File: config.mk
export PLATFORM = sky130hd
export DESIGN_NAME = regfile_wb_arbiter
export DESIGN_NICKNAME = d
export VERILOG_FILES = /design/src/rtl/regfile_pkg.sv /design/src/rtl/regfile_scoreboard.sv /design/src/rtl/regfile_wb_arbiter.sv
export SDC_FILE = /design/constraint.sdc
export NUM_CORES = 1
export LEC_CHECK = 0
export CAP_MARGIN = 20
export CORE_MARGIN = 2
export CORE_UTILIZATION = 35
export DETAILED_ROUTE_END_ITERATION = 7
export DONT_BUFFER_PORTS = 1
export PLACE_DENSITY_LB_ADDON = 0.3
export SLEW_MARGIN = 20
export SYNTH_ARGS = -nofsm -noshare
export SYNTH_HDL_FRONTEND = slang
export SYNTH_SLANG_ARGS = --single-unit
export TNS_END_PERCENT = 10
File: constraint.sdc
create_clock -name i_clk -period 4.5 [get_ports i_clk]
set_input_delay 0.9 -clock i_clk [delete_from_list [all_inputs] [get_ports i_clk]]
set_output_delay 0.9 -clock i_clk [all_outputs]
set_load 0.005 [all_outputs]
File: src/rtl/regfile_pkg.sv
// Shared widths and constants for the register file writeback path.
// Requester indices and register-zero address live here too.
package regfile_pkg;
  localparam int DATA_W   = 8;
  localparam int ADDR_W   = 3;
  localparam int NUM_REGS = 8;
  localparam int CNT_W    = 2;

  localparam logic [ADDR_W-1:0] REG_ZERO = '0;
  localparam logic [CNT_W-1:0]  CNT_MAX  = '1;

  localparam logic WB_ALU = 1'b0;
  localparam logic WB_MEM = 1'b1;
endpackage

File: src/rtl/regfile_scoreboard.sv
// Per-register pending-write counters for decode hazard detection.
// Saturating at CNT_MAX, clamped at zero, simultaneous inc/dec holds.
module regfile_scoreboard
  import regfile_pkg::*;
(
  input  logic              i_clk,
  input  logic              i_rst,
  input  logic              i_inc_valid,
  input  logic [ADDR_W-1:0] i_inc_addr,
  input  logic              i_dec_valid,
  input  logic [ADDR_W-1:0] i_dec_addr,
  input  logic [ADDR_W-1:0] i_chk_addr_a,
  input  logic [ADDR_W-1:0] i_chk_addr_b,
  output logic              o_busy_a,
  output logic              o_busy_b,
  input  logic [ADDR_W-1:0] i_sat_addr,
  output logic              o_sat,
  output logic              o_underflow
);

  logic [CNT_W-1:0]    r_cnt [NUM_REGS];
  logic [NUM_REGS-1:0] w_inc;
  logic [NUM_REGS-1:0] w_dec;

  always_comb begin
    w_inc = '0;
    w_dec = '0;
    w_inc[i_inc_addr] = i_inc_valid;
    w_dec[i_dec_addr] = i_dec_valid;
  end

  always_ff @(posedge i_clk) begin
    if (i_rst) begin
      for (int i = 0; i < NUM_REGS; i++)
        r_cnt[i] <= '0;
    end else begin
      for (int i = 0; i < NUM_REGS; i++) begin
        if (w_inc[i] && !w_dec[i] &&
            r_cnt[i] != CNT_MAX)
          r_cnt[i] <= r_cnt[i] + 1'b1;
        else if (w_dec[i] && !w_inc[i] &&
                 r_cnt[i] != '0)
          r_cnt[i] <= r_cnt[i] - 1'b1;
      end
    end
  end

  assign o_busy_a    = (r_cnt[i_chk_addr_a] != '0);
  assign o_busy_b    = (r_cnt[i_chk_addr_b] != '0);
  assign o_sat       = (r_cnt[i_sat_addr] == CNT_MAX);
  assign o_underflow = i_dec_valid &&
                       (r_cnt[i_dec_addr] == '0);

endmodule

File: src/rtl/regfile_wb_arbiter.sv
// Round-robin arbiter for the register file write port (ALU vs load).
// Registers the winning write and tracks pending writes per register.
module regfile_wb_arbiter
  import regfile_pkg::*;
(
  input  logic              i_clk,
  input  logic              i_rst,
  input  logic              i_rsv_valid,
  input  logic [ADDR_W-1:0] i_rsv_addr,
  output logic              o_rsv_ready,
  input  logic              i_alu_valid,
  input  logic [ADDR_W-1:0] i_alu_addr,
  input  logic [DATA_W-1:0] i_alu_data,
  output logic              o_alu_ready,
  input  logic              i_mem_valid,
  input  logic [ADDR_W-1:0] i_mem_addr,
  input  logic [DATA_W-1:0] i_mem_data,
  output logic              o_mem_ready,
  input  logic [ADDR_W-1:0] i_chk_addr_a,
  input  logic [ADDR_W-1:0] i_chk_addr_b,
  output logic              o_busy_a,
  output logic              o_busy_b,
  output logic              o_rf_we,
  output logic [ADDR_W-1:0] o_rf_waddr,
  output logic [DATA_W-1:0] o_rf_wdata,
  output logic              o_wb_underflow
);

  logic              r_last;
  logic              r_we;
  logic [ADDR_W-1:0] r_waddr;
  logic [DATA_W-1:0] r_wdata;

  logic              w_alu_gnt;
  logic              w_mem_gnt;
  logic              w_gnt;
  logic [ADDR_W-1:0] w_gnt_addr;
  logic [DATA_W-1:0] w_gnt_data;
  logic              w_sat;
  logic              w_inc;

  assign w_alu_gnt = i_alu_valid &&
                     (!i_mem_valid || r_last == WB_MEM);
  assign w_mem_gnt = i_mem_valid &&
                     (!i_alu_valid || r_last == WB_ALU);
  assign w_gnt     = w_alu_gnt || w_mem_gnt;

  assign w_gnt_addr = w_alu_gnt ? i_alu_addr : i_mem_addr;
  assign w_gnt_data = w_alu_gnt ? i_alu_data : i_mem_data;

  always_ff @(posedge i_clk) begin
    if (i_rst) begin
      r_last  <= WB_MEM;
      r_we    <= 1'b0;
      r_waddr <= '0;
      r_wdata <= '0;
    end else begin
      // R0 writes still consume the slot, but never reach the file
      r_we <= w_gnt && (w_gnt_addr != REG_ZERO);
      if (w_gnt) begin
        r_last  <= w_mem_gnt;
        r_waddr <= w_gnt_addr;
        r_wdata <= w_gnt_data;
      end
    end
  end

  // A full counter frees up if its own write retires this cycle
  assign o_rsv_ready = (i_rsv_addr == REG_ZERO) || !w_sat ||
                       (r_we && r_waddr == i_rsv_addr);
  assign w_inc = i_rsv_valid && o_rsv_ready &&
                 (i_rsv_addr != REG_ZERO);

  regfile_scoreboard u_sb (
    .i_clk        (i_clk),
    .i_rst        (i_rst),
    .i_inc_valid  (w_inc),
    .i_inc_addr   (i_rsv_addr),
    .i_dec_valid  (r_we),
    .i_dec_addr   (r_waddr),
    .i_chk_addr_a (i_chk_addr_a),
    .i_chk_addr_b (i_chk_addr_b),
    .o_busy_a     (o_busy_a),
    .o_busy_b     (o_busy_b),
    .i_sat_addr   (i_rsv_addr),
    .o_sat        (w_sat),
    .o_underflow  (o_wb_underflow)
  );

  assign o_alu_ready = w_alu_gnt;
  assign o_mem_ready = w_mem_gnt;
  assign o_rf_we     = r_we;
  assign o_rf_waddr  = r_waddr;
  assign o_rf_wdata  = r_wdata;

endmodule

Word-level counts from Yosys, hierarchy flattened
Memory sizes are Yosys's and may differ from the RTL's. A register that Yosys moved wholly into a read port is not among the register bits.
Index checks and enable logic that the tools add are counted.
{"block": "classes", "n_addsub": 16, "n_mul": 0, "div_mod_pow": 0, "magnitude_cmp": 4, "n_eq_ne": 10, "n_shift": 0, "muxes": 82, "bitwise_logic": 19, "reduce_logical": 79}
{"cell": "two-way mux 1 bit", "count": 60}
{"cell": "logical AND 1 bit", "count": 41}
{"cell": "two-way mux 2 bit", "count": 16}
{"cell": "nonzero test 2 bit", "count": 10}
{"cell": "zero test 1 bit", "count": 19}
{"cell": "adder 2 x 1 -> 2 bit (second input constant)", "count": 8}
{"cell": "bitwise AND 8 bit", "count": 2}
{"cell": "!= test 2 bit (second input constant)", "count": 8}
{"cell": "bitwise OR 1 bit", "count": 16}
{"cell": "subtractor 2 x 1 -> 2 bit (second input constant)", "count": 8}
{"cell": "two-way mux 3 bit", "count": 3}
{"cell": "< comparator 3 x 4 -> 1 bit (second input constant)", "count": 2}
{"cell": "two-way mux 8 bit", "count": 1}
{"cell": "demux 1 bit (select 3 bit)", "count": 2}
{"cell": ">= comparator 3 x 1 -> 1 bit (second input constant)", "count": 2}
{"cell": "nonzero test 3 bit", "count": 2}
{"cell": "logical OR 1 bit", "count": 5}
{"cell": "equality test 3 bit", "count": 1}
{"cell": "zero test 3 bit", "count": 1}
{"cell": "equality test 2 bit (second input constant)", "count": 1}
{"cell": "zero test 2 bit", "count": 1}
{"cell": "NOT 1 bit", "count": 1}
{"block": "word_totals", "reg_bits": 13, "latch_bits": 0, "ramBits": 16, "romBits": 0, "input_bits": 36, "out_inout_bits": 18, "elab_cells": 215, "n_memories": 1}
{"name": "u_sb.r_cnt", "words": 8, "width": 2, "read_ports": 12, "rd_clocked_by_memory_dff": 1, "write_ports": 8, "line_no": "regfile_scoreboard.sv:21", "text": "logic [CNT_W-1:0] r_cnt [NUM_REGS];"}

Depth between registers and ports, before layout
Gate-level depths: netlist of the first run.
An unclocked memory read counts as a cell.
{"block": "logic_depth", "word_depth": 16, "ltp_mapped": 7, "ltp_nobuf": 6}

Modules after synthesis
A second synthesis of the first run with hierarchy kept.
{"block": "unflattened", "hier_cells": 266, "hier_area_um2": 2441.1}
{"mod": "regfile_scoreboard", "instances": 1, "cells_per_inst": 168, "area_each_um2": 1619.1, "seq_area_each_um2": 480.5}
{"mod": "regfile_wb_arbiter", "instances": 1, "cells_per_inst": 98, "area_each_um2": 822.0, "seq_area_each_um2": 260.2}

Worst setup path before layout of the first run
No wires, ideal clock.
{"block": "synth_path", "path_kind": "input -> output", "start": "input i_rsv_addr[1]", "end": "output o_rsv_ready", "arrival_time_ns": 1.873, "required_time_ns": 3.600, "setup_slack_ns": 1.727, "stages": 6, "path_buffers": 1, "path_cell_list": "or2_2 -> a21oi_1 -> and4b_1 -> buf_4 -> and2_1 -> inv_1"}
{"block": "synth_via", "elab_chain_len": 5, "elab_cells_between_ends": 8, "cone_classes": "2 x eq/ne; 5 x reduce/logical; 1 x memory"}
{"element": "start, declared", "line_no": "regfile_wb_arbiter.sv:9", "text": "input logic [ADDR_W-1:0] i_rsv_addr,"}
{"element": "memory (8 x 2 bit)"}
{"element": "equality test 2 bit", "line_no": "regfile_scoreboard.sv:50", "text": "assign o_sat = (r_cnt[i_sat_addr] == CNT_MAX);"}
{"element": "zero test 1 bit", "line_no": "regfile_wb_arbiter.sv:69", "text": "assign o_rsv_ready = (i_rsv_addr == REG_ZERO) || !w_sat ||"}
{"element": "logical OR 1 bit", "line_no": "regfile_wb_arbiter.sv:69"}
{"element": "logical OR 1 bit *", "line_no": "regfile_wb_arbiter.sv:69"}
{"element": "end, declared", "line_no": "regfile_wb_arbiter.sv:10", "text": "output logic o_rsv_ready,"}
Mark *: on every way between the ends. The rest lies on a longest branch, timed or not.

Final worst setup path of the first run
Ends and elaborated chain as after synthesis.

==> results of run 1 <==
## flip-flops by register name, indices dropped and copies added, names as in the netlist, named ones only
register,flops
o_rf_waddr,3
o_rf_wdata,8
u_sb.r_cnt,16
r_last,1
o_rf_we,1
## worst max-delay path, stage by stage
cell      delay, ps
nor2b_1         150
a211oi_1        200
and4b_1         450
and2_1          210
inv_1            60
## worst paths after layout
kind / start / endpoint / depth (start not counted)
max reg2reg: u_sb.r_cnt[3][0]$_SDFFCE_PN0P_ / u_sb.r_cnt[6][1]$_SDFFCE_PP0P_ / 5
min reg2reg: o_rf_wdata[5]$_SDFFE_PP0N_ / o_rf_wdata[5]$_SDFFE_PP0N_ / 2
min: o_rf_wdata[5]$_SDFFE_PP0N_ / o_rf_wdata[5]$_SDFFE_PP0N_ / 2
max: i_rsv_addr[1] / o_rsv_ready / 5
## cell type report
class | count | area (µm²)
clock buffer | 5 | 68.82
clock inverter | 3 | 21.27
fill | 621 | 3670
inverter | 11 | 41.29
multi-input combinational | 197 | 1287
sequential | 32 | 800.8
tap | 75 | 93.84
timing repair buffer | 1 | 7.507
## cell usage in the layout, fill, tap and decap left out, types with 2 or more instances in the layout
cell type and instances:
nand2_1 35, nor2_1 26, o21ai_0 21, mux2i_1 18, dfxtp_1 16, edfxtp_1 16, a21oi_1 14, inv_1 11
nand2b_1 7, nor2b_1 7, mux4_2 6, o31ai_1 6, nor3_1 5, clkbuf_8 5, nand3_1 4, nand3b_1 4
o21ai_1 3, o211ai_1 3, a211oi_1 3, xnor2_1 3, a311oi_1 3, xor2_1 3, and2_1 2, or2_2 2
and4b_1 2, o22ai_1 2, nor4_1 2, ha_1 2, inv_4 2
## kinds of logic after synthesis
family | synth area share [%]
DFF | 36.66
xor gates and xnor gates | 2.406
adders and majority gates | 1.145
AOI/OAI and AO/OA | 18.61
muxes | 14.43
buffers and inverters | 4.638
and+or+nand+nor | 22.11
## power breakdown
group,switching [mW],leakage (nW),total (mW),internal (mW)
Sequential,0.0272,0.298,0.355,0.328
Clock,0.118,0.0490,0.229,0.110
Combinational,0.0600,0.475,0.110,0.0497
Total,0.205,0.823,0.693,0.488
## per-layer routing
metal | track usage, % | up-vias | routed length [µm]
li1 | - | 911 | -
met1 | 19.90 | 896 | 2353
met2 | 26.39 | 71 | 2601
met3 | 5.467 | 11 | 444
met4 | 5.812 | 0 | 104
met5 | 0 | - | 0
==> results.json, run 1 <==
{
  "routedWlPerCell_um": 16.98,
  "layout.cells.non_filler": 324,
  "powerDensity_nw_per_um2": 298.7,
  "dieHeight_um": 83.01,
  "hold_class": "reg2reg",
  "synthCells": 251,
  "max_freq_mhz": 348.3,
  "ios": 54,
  "h-tree-depth": 2,
  "clk_pin_slew_ps": 80,
  "cap_viol_max_count": 0,
  "rsz0062_at_grt": "false",
  "syn_avg_cell_area_um2": 8.704,
  "portBuffers": 0,
  "nNetsFinal": 286,
  "fp.coreArea_um2": 5991,
  "firstDrtPassIters": 4,
  "grt_pass1_wl_um": 8928,
  "dpl.hpwl_um": 4275,
  "ys_types": 45,
  "leakage_nw": 0.8227,
  "finalPower_mw": 0.6934,
  "die_area_um2": 6890,
  "final_util_pct": 38.74,
  "grt_max_degree": 19,
  "cts_buffers": 5,
  "tightest_slew_ps": 699.4,
  "post_cts_resized": 0,
  "stdcell_area_um2": 2321,
  "critPathRequiredTime_ps": 3600,
  "synth_nets": 289,
  "drc": 0,
  "cp.arrival_ps": 1970,
  "drt_wl_total_um": 5503,
  "fin_crit_sh_pct": 63.81,
  "yosysTopAreaCellShare_pct": 21.99,
  "path_class": "in2out",
  "synth_common_cells": "35 x nand2_1, 26 x nor2_1, 22 x o21ai_0",
  "overflow": 0,
  "gp_congestion": 0.9241,
  "dp_slack_ps": 1639,
  "ctsRootBufferMaster": "clkbuf_8",
  "synth_flop_cell": "edfxtp_1",
  "synth_area_um2": 2185,
  "ys_async_sr_fraction_pct": 0,
  "yosysSeqAreaShare_pct": 36.66,
  "placed_cell_area_um2": 2231,
  "post-route-worst-setup-slack_ps": 1629,
  "reg2reg_slack_ps": 2430,
  "finalWorstPathRequiredPeriod_ps": 2871,
  "diodes": 0,
  "critPathCaptureType": "output pin",
  "initial_utilization_pct": 36.47,
  "ys_warn_count": 0,
  "dp.cells": 316,
  "die-width_um": 83.01,
  "hold_buffers": 0,
  "dr_total_vias": 1889,
  "cts_tree": "yes",
  "first_iter_violations": 79,
  "holdWs_ps": 486.5,
  "synth_area_leaders": "edfxtp_1 22%, dfxtp_1 15%, mux2i_1 8.2%",
  "tns_ps": 0,
  "clock_sinks": 32,
  "peakVddDrop_mv": 0.1310,
  "setup_viol": 0,
  "grt_pass1_vias": 1856,
  "area_delta_synth_final_pct": 6.243,
  "postCtsSetupRepairBufs": 0,
  "drtAntennaViolNets": 0,
  "rows": 28,
  "insertion_delay_ps": 290,
  "path_max_fanout": 15,
  "final_hold_viol_count": 0,
  "grt_usage_pct": 16.19,
  "synthMostInstantiatedCell": "nand2_1",
  "drive_gt1_share_pct": 8.835,
  "yosys.area.top_type": "edfxtp_1",
  "slew_viol_final": 0,
  "clk_path_buf_depth": 2,
  "finClkSkew_ps": 9.502,
  "status": "finished clean",
  "slew_headroom_pct": 53.06,
  "ys_ff_latch": 32,
  "vias_per_cell": 5.830,
  "antenna_found_initial": 0,
  "worstSetupStartpointType": "input port",
  "synth_edf_count": 16
}
(Power assumes the default switching activity.)
==> run 2: changes to the inputs <==
==> constraint.sdc (replaced) <==
create_clock -name i_clk -period 2.63 [get_ports i_clk]
set_input_delay 0.526 -clock i_clk [delete_from_list [all_inputs] [get_ports i_clk]]
set_output_delay 0.526 -clock i_clk [all_outputs]
set_load 0.005 [all_outputs]
==> run 2 against run 1 <==
Clock skew is essentially flat. Global-route usage shrank 0.50 points. Sequential power grew 71%. Worst setup slack lost 1400 ps. Core utilization grew 0.42 points. Critical path type is now reg2out.
==> results.json, run 2 (synthesized netlist as in run 1, its figures left out) <==
{
  "status": "finished clean",
  "clk_path_buf_depth": 2,
  "clk_pin_slew_ps": 80,
  "powerDensity_nw_per_um2": 528.0,
  "crit_top_cell": "and4b_1",
  "critPathRequiredTime_ps": 2100,
  "slowest_stage": "and4b_1",
  "path_max_fanout": 9,
  "placed_cell_area_um2": 2241,
  "use_met3_pct": 4.274,
  "cts_tree": "yes",
  "dieHeight_um": 83.01,
  "hold_class": "in2reg",
  "met2_usage_pct": 25.22,
  "leakage_nw": 0.8395,
  "post_cts_resized": 0,
  "postCtsSetupRepairBufs": 0,
  "routedWlPerCell_um": 16.47,
  "post-route-worst-setup-slack_ps": 228.2,
  "mostFrequentLayoutCells": "35 x nand2_1, 26 x nor2_1, 21 x o21ai_0, 18 x mux2i_1",
  "cts_buffers": 5,
  "area_delta_synth_final_pct": 7.388,
  "fin_crit_sh_pct": 91.32,
  "rows": 28,
  "drt_wl_total_um": 5369,
  "insertion_delay_ps": 290,
  "gp_congestion": 0.8614,
  "drc": 0,
  "finClkSkew_ps": 9.350,
  "tightest_slew_ps": 738.7,
  "vias_per_cell": 5.696,
  "die_area_um2": 6890,
  "largest_reg_flops": 16,
  "final_util_pct": 39.16,
  "slew_headroom_pct": 50.42,
  "fp.coreArea_um2": 5991,
  "cap_viol_max_count": 0,
  "stdcell_area_um2": 2346,
  "worstSetupStartpointType": "flip-flop",
  "grt_max_degree": 19,
  "grt_pass1_wl_um": 8852,
  "final_common_cell": "nand2_1",
  "reg2reg_slack_ps": 530,
  "cp.arrival_ps": 1880,
  "crit_path_max_incr_delay_ps": 480,
  "holdWs_ps": 379.2,
  "finalWorstPathRequiredPeriod_ps": 2402,
  "ios": 54,
  "busiest_layer": "met2",
  "peakVddDrop_mv": 0.2619,
  "portBuffers": 0,
  "drtAntennaViolNets": 0,
  "hold_buffers": 0,
  "use_met1_pct": 20.57,
  "ctsRootBufferMaster": "clkbuf_8",
  "grt_usage_pct": 15.69,
  "clock_sinks": 32,
  "nNetsFinal": 288,
  "h-tree-depth": 2,
  "firstDrtPassIters": 4,
  "crit_path_cell_trace": "and4b_1 > a211oi_1 > and4b_1 > and2_1 > inv_1",
  "regMostFlops": "u_sb.r_cnt",
  "die-width_um": 83.01,
  "path_class": "reg2out",
  "dp_slack_ps": 491.7,
  "dpl.hpwl_um": 4119,
  "fill_cells": 587,
  "overflow": 0,
  "first_iter_violations": 153,
  "initial_utilization_pct": 36.47,
  "diodes": 0,
  "critPathCaptureType": "output pin",
  "final_hold_viol_count": 0,
  "rsz0062_at_grt": "false",
  "grt_pass1_vias": 1749,
  "dr_total_vias": 1857,
  "setup_viol": 0,
  "antenna_found_initial": 0,
  "tns_ps": 0,
  "drive_gt1_share_pct": 9.163,
  "slew_viol_final": 0,
  "max_freq_mhz": 416.3
}
## run 2: report_power, final
group	internal, mW	switching, mW	total, mW
clock network	0.243	0.199	0.442
registers	0.561	0.0464	0.607
logic	0.0866	0.103	0.189
## run 2: metrics by stage
| step | power [mW] | instances |
|---|---|---|
| 4_1_cts | 1.250 | 326 |
| 3_3_place_gp | 0.8053 | 318 |
| 5_1_grt | 1.302 | 326 |
| 6_report | 1.239 | 326 |
| 3_5_place_dp | 0.8087 | 318 |
| 2_1_floorplan | 0.7699 | 251 |
## run 2: area by class of cell
type | count | area (µm²) | share of cell area, %
Sequential cell | 32 | 800.8 | 34.13
Inverter | 11 | 41.29 | 1.760
Tap cell | 75 | 93.84 | 4.000
Clock buffer | 6 | 93.84 | 4.000
Clock inverter | 2 | 11.26 | 0.4800
Timing Repair Buffer | 3 | 22.52 | 0.9600
Multi-Input combinational cell | 197 | 1282 | 54.67
## run 2: path summary, 6_finish.rpt
kind                                       start                             end  cells past startpoint
hold / removal                       i_mem_valid             r_last$_SDFFE_PP1N_                      2
setup reg to reg  u_sb.r_cnt[7][1]$_SDFFCE_PP0P_  u_sb.r_cnt[4][1]$_SDFFCE_PN0P_                      5
setup / recovery  u_sb.r_cnt[7][1]$_SDFFCE_PP0P_                     o_rsv_ready                      5
hold reg to reg       o_rf_wdata[6]$_SDFFE_PP0N_      o_rf_wdata[6]$_SDFFE_PP0N_                      2
## run 2: layer usage
layer | share of wire [%] | vias to the layer above
li1 | - | 909
met2 | 47 | 70
met3 | 8.1 | 6
met4 | 1.5 | 0
met5 | 0 | -
met1 | 44 | 872
## run 2: worst max-delay path, delay by kind of cell, from the launching register on
| kind | cells | cell delay (ps) |
|---|---|---|
| buf+inv | 1 | 60 |
| flops | 1 | 450 |
| simple gates | 3 | 910 |
| compound gates | 1 | 160 |
==> run 3: changes to the inputs <==
==> constraint.sdc (replaced) <==
create_clock -name i_clk -period 2.63 [get_ports i_clk]
set_input_delay 0.526 -clock i_clk [delete_from_list [all_inputs] [get_ports i_clk]]
set_output_delay 0.526 -clock i_clk [all_outputs]
set_load 0.01 [all_outputs]
==> run 3 against run 2 <==
Die area did not move. Worst setup slack got worse by 4.5 ps. Clock power fell by 2%. Critical path depth is the same. Sequential share of layout area is 0.18 points lower. Critical endpoint unchanged. Clock-buffer cell count increased by 1. Critical path type unchanged. Maximum frequency decreased by 0.19%. Hold slack gained 8.7 ps.
==> results.json, run 3 (synthesized netlist as in run 1, its figures left out) <==
{
  "clock_sinks": 32,
  "r2r_end": "u_sb.r_cnt[3][1]$_SDFFCE_PN0P_",
  "dp_slack_ps": 469.6,
  "cap_viol_max_count": 0,
  "first_iter_violations": 151,
  "nNetsFinal": 290,
  "initial_utilization_pct": 36.47,
  "slew_viol_final": 0,
  "gp_congestion": 0.8523,
  "final_common_cell": "nand2_1",
  "seqPwrFrac_pct": 49.0,
  "grt_max_degree": 19,
  "reg2reg_from": "u_sb.r_cnt[7][1]$_SDFFCE_PP0P_",
  "fill_cells": 624,
  "reg2regPathDepth": 5,
  "rsz0062_at_grt": "false",
  "multi_input_area_um2": 1282,
  "ctsRootBufferMaster": "clkbuf_8",
  "hold_class": "in2reg",
  "drive_gt1_share_pct": 9.486,
  "clk_path_buf_depth": 2,
  "diodes": 0,
  "drc": 0,
  "h-tree-depth": 2,
  "post-route-worst-setup-slack_ps": 223.6,
  "stdcell_area_um2": 2359,
  "drt_wl_total_um": 5350,
  "cts_buffers": 5,
  "clk_pin_slew_ps": 60,
  "worstSetupStartpointType": "flip-flop",
  "mostFrequentLayoutCells": "35 x nand2_1, 26 x nor2_1, 21 x o21ai_0, 18 x mux2i_1",
  "dieHeight_um": 83.01,
  "grt_pass1_vias": 1833,
  "critPathCaptureType": "output pin",
  "peakVddDrop_mv": 0.2186,
  "reg2reg_slack_ps": 510,
  "antenna_found_initial": 0,
  "drtAntennaViolNets": 0,
  "rows": 28,
  "power_frac_comb_pct": 16.3,
  "slew_headroom_pct": 51.87,
  "finalPower_mw": 1.241,
  "fp.coreArea_um2": 5991,
  "dr_total_vias": 1874,
  "tightest_slew_ps": 717.1,
  "area_delta_synth_final_pct": 7.961,
  "portBuffers": 0,
  "path_class": "reg2out",
  "largest_reg_flops": 16,
  "final_hold_viol_count": 0,
  "worstSetupStartpoint": "u_sb.r_cnt[7][1]$_SDFFCE_PP0P_",
  "dpl.hpwl_um": 4129,
  "overflow": 0,
  "routedWlPerCell_um": 16.31,
  "internal-power_mw": 0.8938,
  "regMostFlops": "u_sb.r_cnt",
  "finalWorstPathRequiredPeriod_ps": 2406,
  "ios": 54,
  "placed_cell_area_um2": 2256,
  "worstSetupEndpoint": "o_rsv_ready",
  "switching_power_mw": 0.3472,
  "insertion_delay_ps": 290,
  "vias_per_cell": 5.713,
  "area.sequential_um2": 800.8,
  "powerDensity_nw_per_um2": 526.2,
  "status": "finished clean",
  "p_sw_share_pct": 27.98,
  "grt_usage_pct": 15.90,
  "postCtsSetupRepairBufs": 0,
  "leakage_nw": 0.8466,
  "die-width_um": 83.01,
  "clock_power_share_pct": 34.7,
  "hold_buffers": 0,
  "setup_viol": 0,
  "die_area_um2": 6890,
  "max_freq_mhz": 415.6,
  "grt_pass1_wl_um": 8811,
  "cp.arrival_ps": 1880,
  "post_cts_resized": 0,
  "critPathRequiredTime_ps": 2100,
  "cts_tree": "yes",
  "path_max_fanout": 9,
  "firstDrtPassIters": 4,
  "finClkSkew_ps": 2.500,
  "fin_crit_sh_pct": 91.50,
  "tns_ps": 0
}
## run 3: worst min path at each step
stage                                           from                          to  slack [ps]  depth (start not counted)
after CTS                                i_mem_valid         r_last$_SDFFE_PP1N_         380                          2
final                                    i_mem_valid         r_last$_SDFFE_PP1N_         390                          2
after detailed placement  o_rf_wdata[6]$_SDFFE_PP0N_  o_rf_wdata[6]$_SDFFE_PP0N_         510                          2
after floorplan           o_rf_wdata[0]$_SDFFE_PP0N_  o_rf_wdata[0]$_SDFFE_PP0N_         480                          2
after global routing                     i_mem_valid         r_last$_SDFFE_PP1N_         390                          2
after global placement    o_rf_wdata[5]$_SDFFE_PP0N_  o_rf_wdata[5]$_SDFFE_PP0N_         500                          2
## run 3: area by class of cell
| type | count | area share (%) |
|---|---|---|
| Inverter | 11 | 1.751 |
| Timing Repair Buffer | 5 | 1.592 |
| Clock buffer | 7 | 4.138 |
| Multi-Input combinational cell | 197 | 54.38 |
| Tap cell | 75 | 3.979 |
| Sequential cell | 32 | 33.95 |
| Clock inverter | 1 | 0.2122 |
## run 3: layer usage
| layer | routed length [µm] | GRT usage (%) | vias to the layer above |
|---|---|---|---|
| met5 | 0 | 0 | - |
| met3 | 441 | 6.362 | 8 |
| met1 | 2390 | 20.04 | 888 |
| met4 | 73 | 5.067 | 0 |
| met2 | 2445 | 24.93 | 66 |
| li1 | - | - | 912 |
## run 3: power by group through the flow
stage | Combinational, mW | Sequential (mW) | Clock [mW]
2_1_floorplan | 0.171 | 0.608 | 0
3_3_place_gp | 0.201 | 0.618 | 0
3_5_place_dp | 0.203 | 0.618 | 0
4_1_cts | 0.203 | 0.607 | 0.438
5_1_grt | 0.226 | 0.613 | 0.461
6_report | 0.202 | 0.608 | 0.431
## run 3: worst max-delay path: stages (launching register included)
cell      delay [ps]
edfxtp_1         450
and4b_1          220
a211oi_1         170
and4b_1          470
and2_1           210
inv_1             80
## run 3: metrics by stage
stage,hold WS [ps],utilization [%],instances
6_report,387.9,39.37,328
2_1_floorplan,484.4,-,251
3_3_place_gp,498.1,37.66,320
4_1_cts,383.5,39.37,328
5_1_grt,390.6,39.37,328
3_5_place_dp,508.7,37.66,320
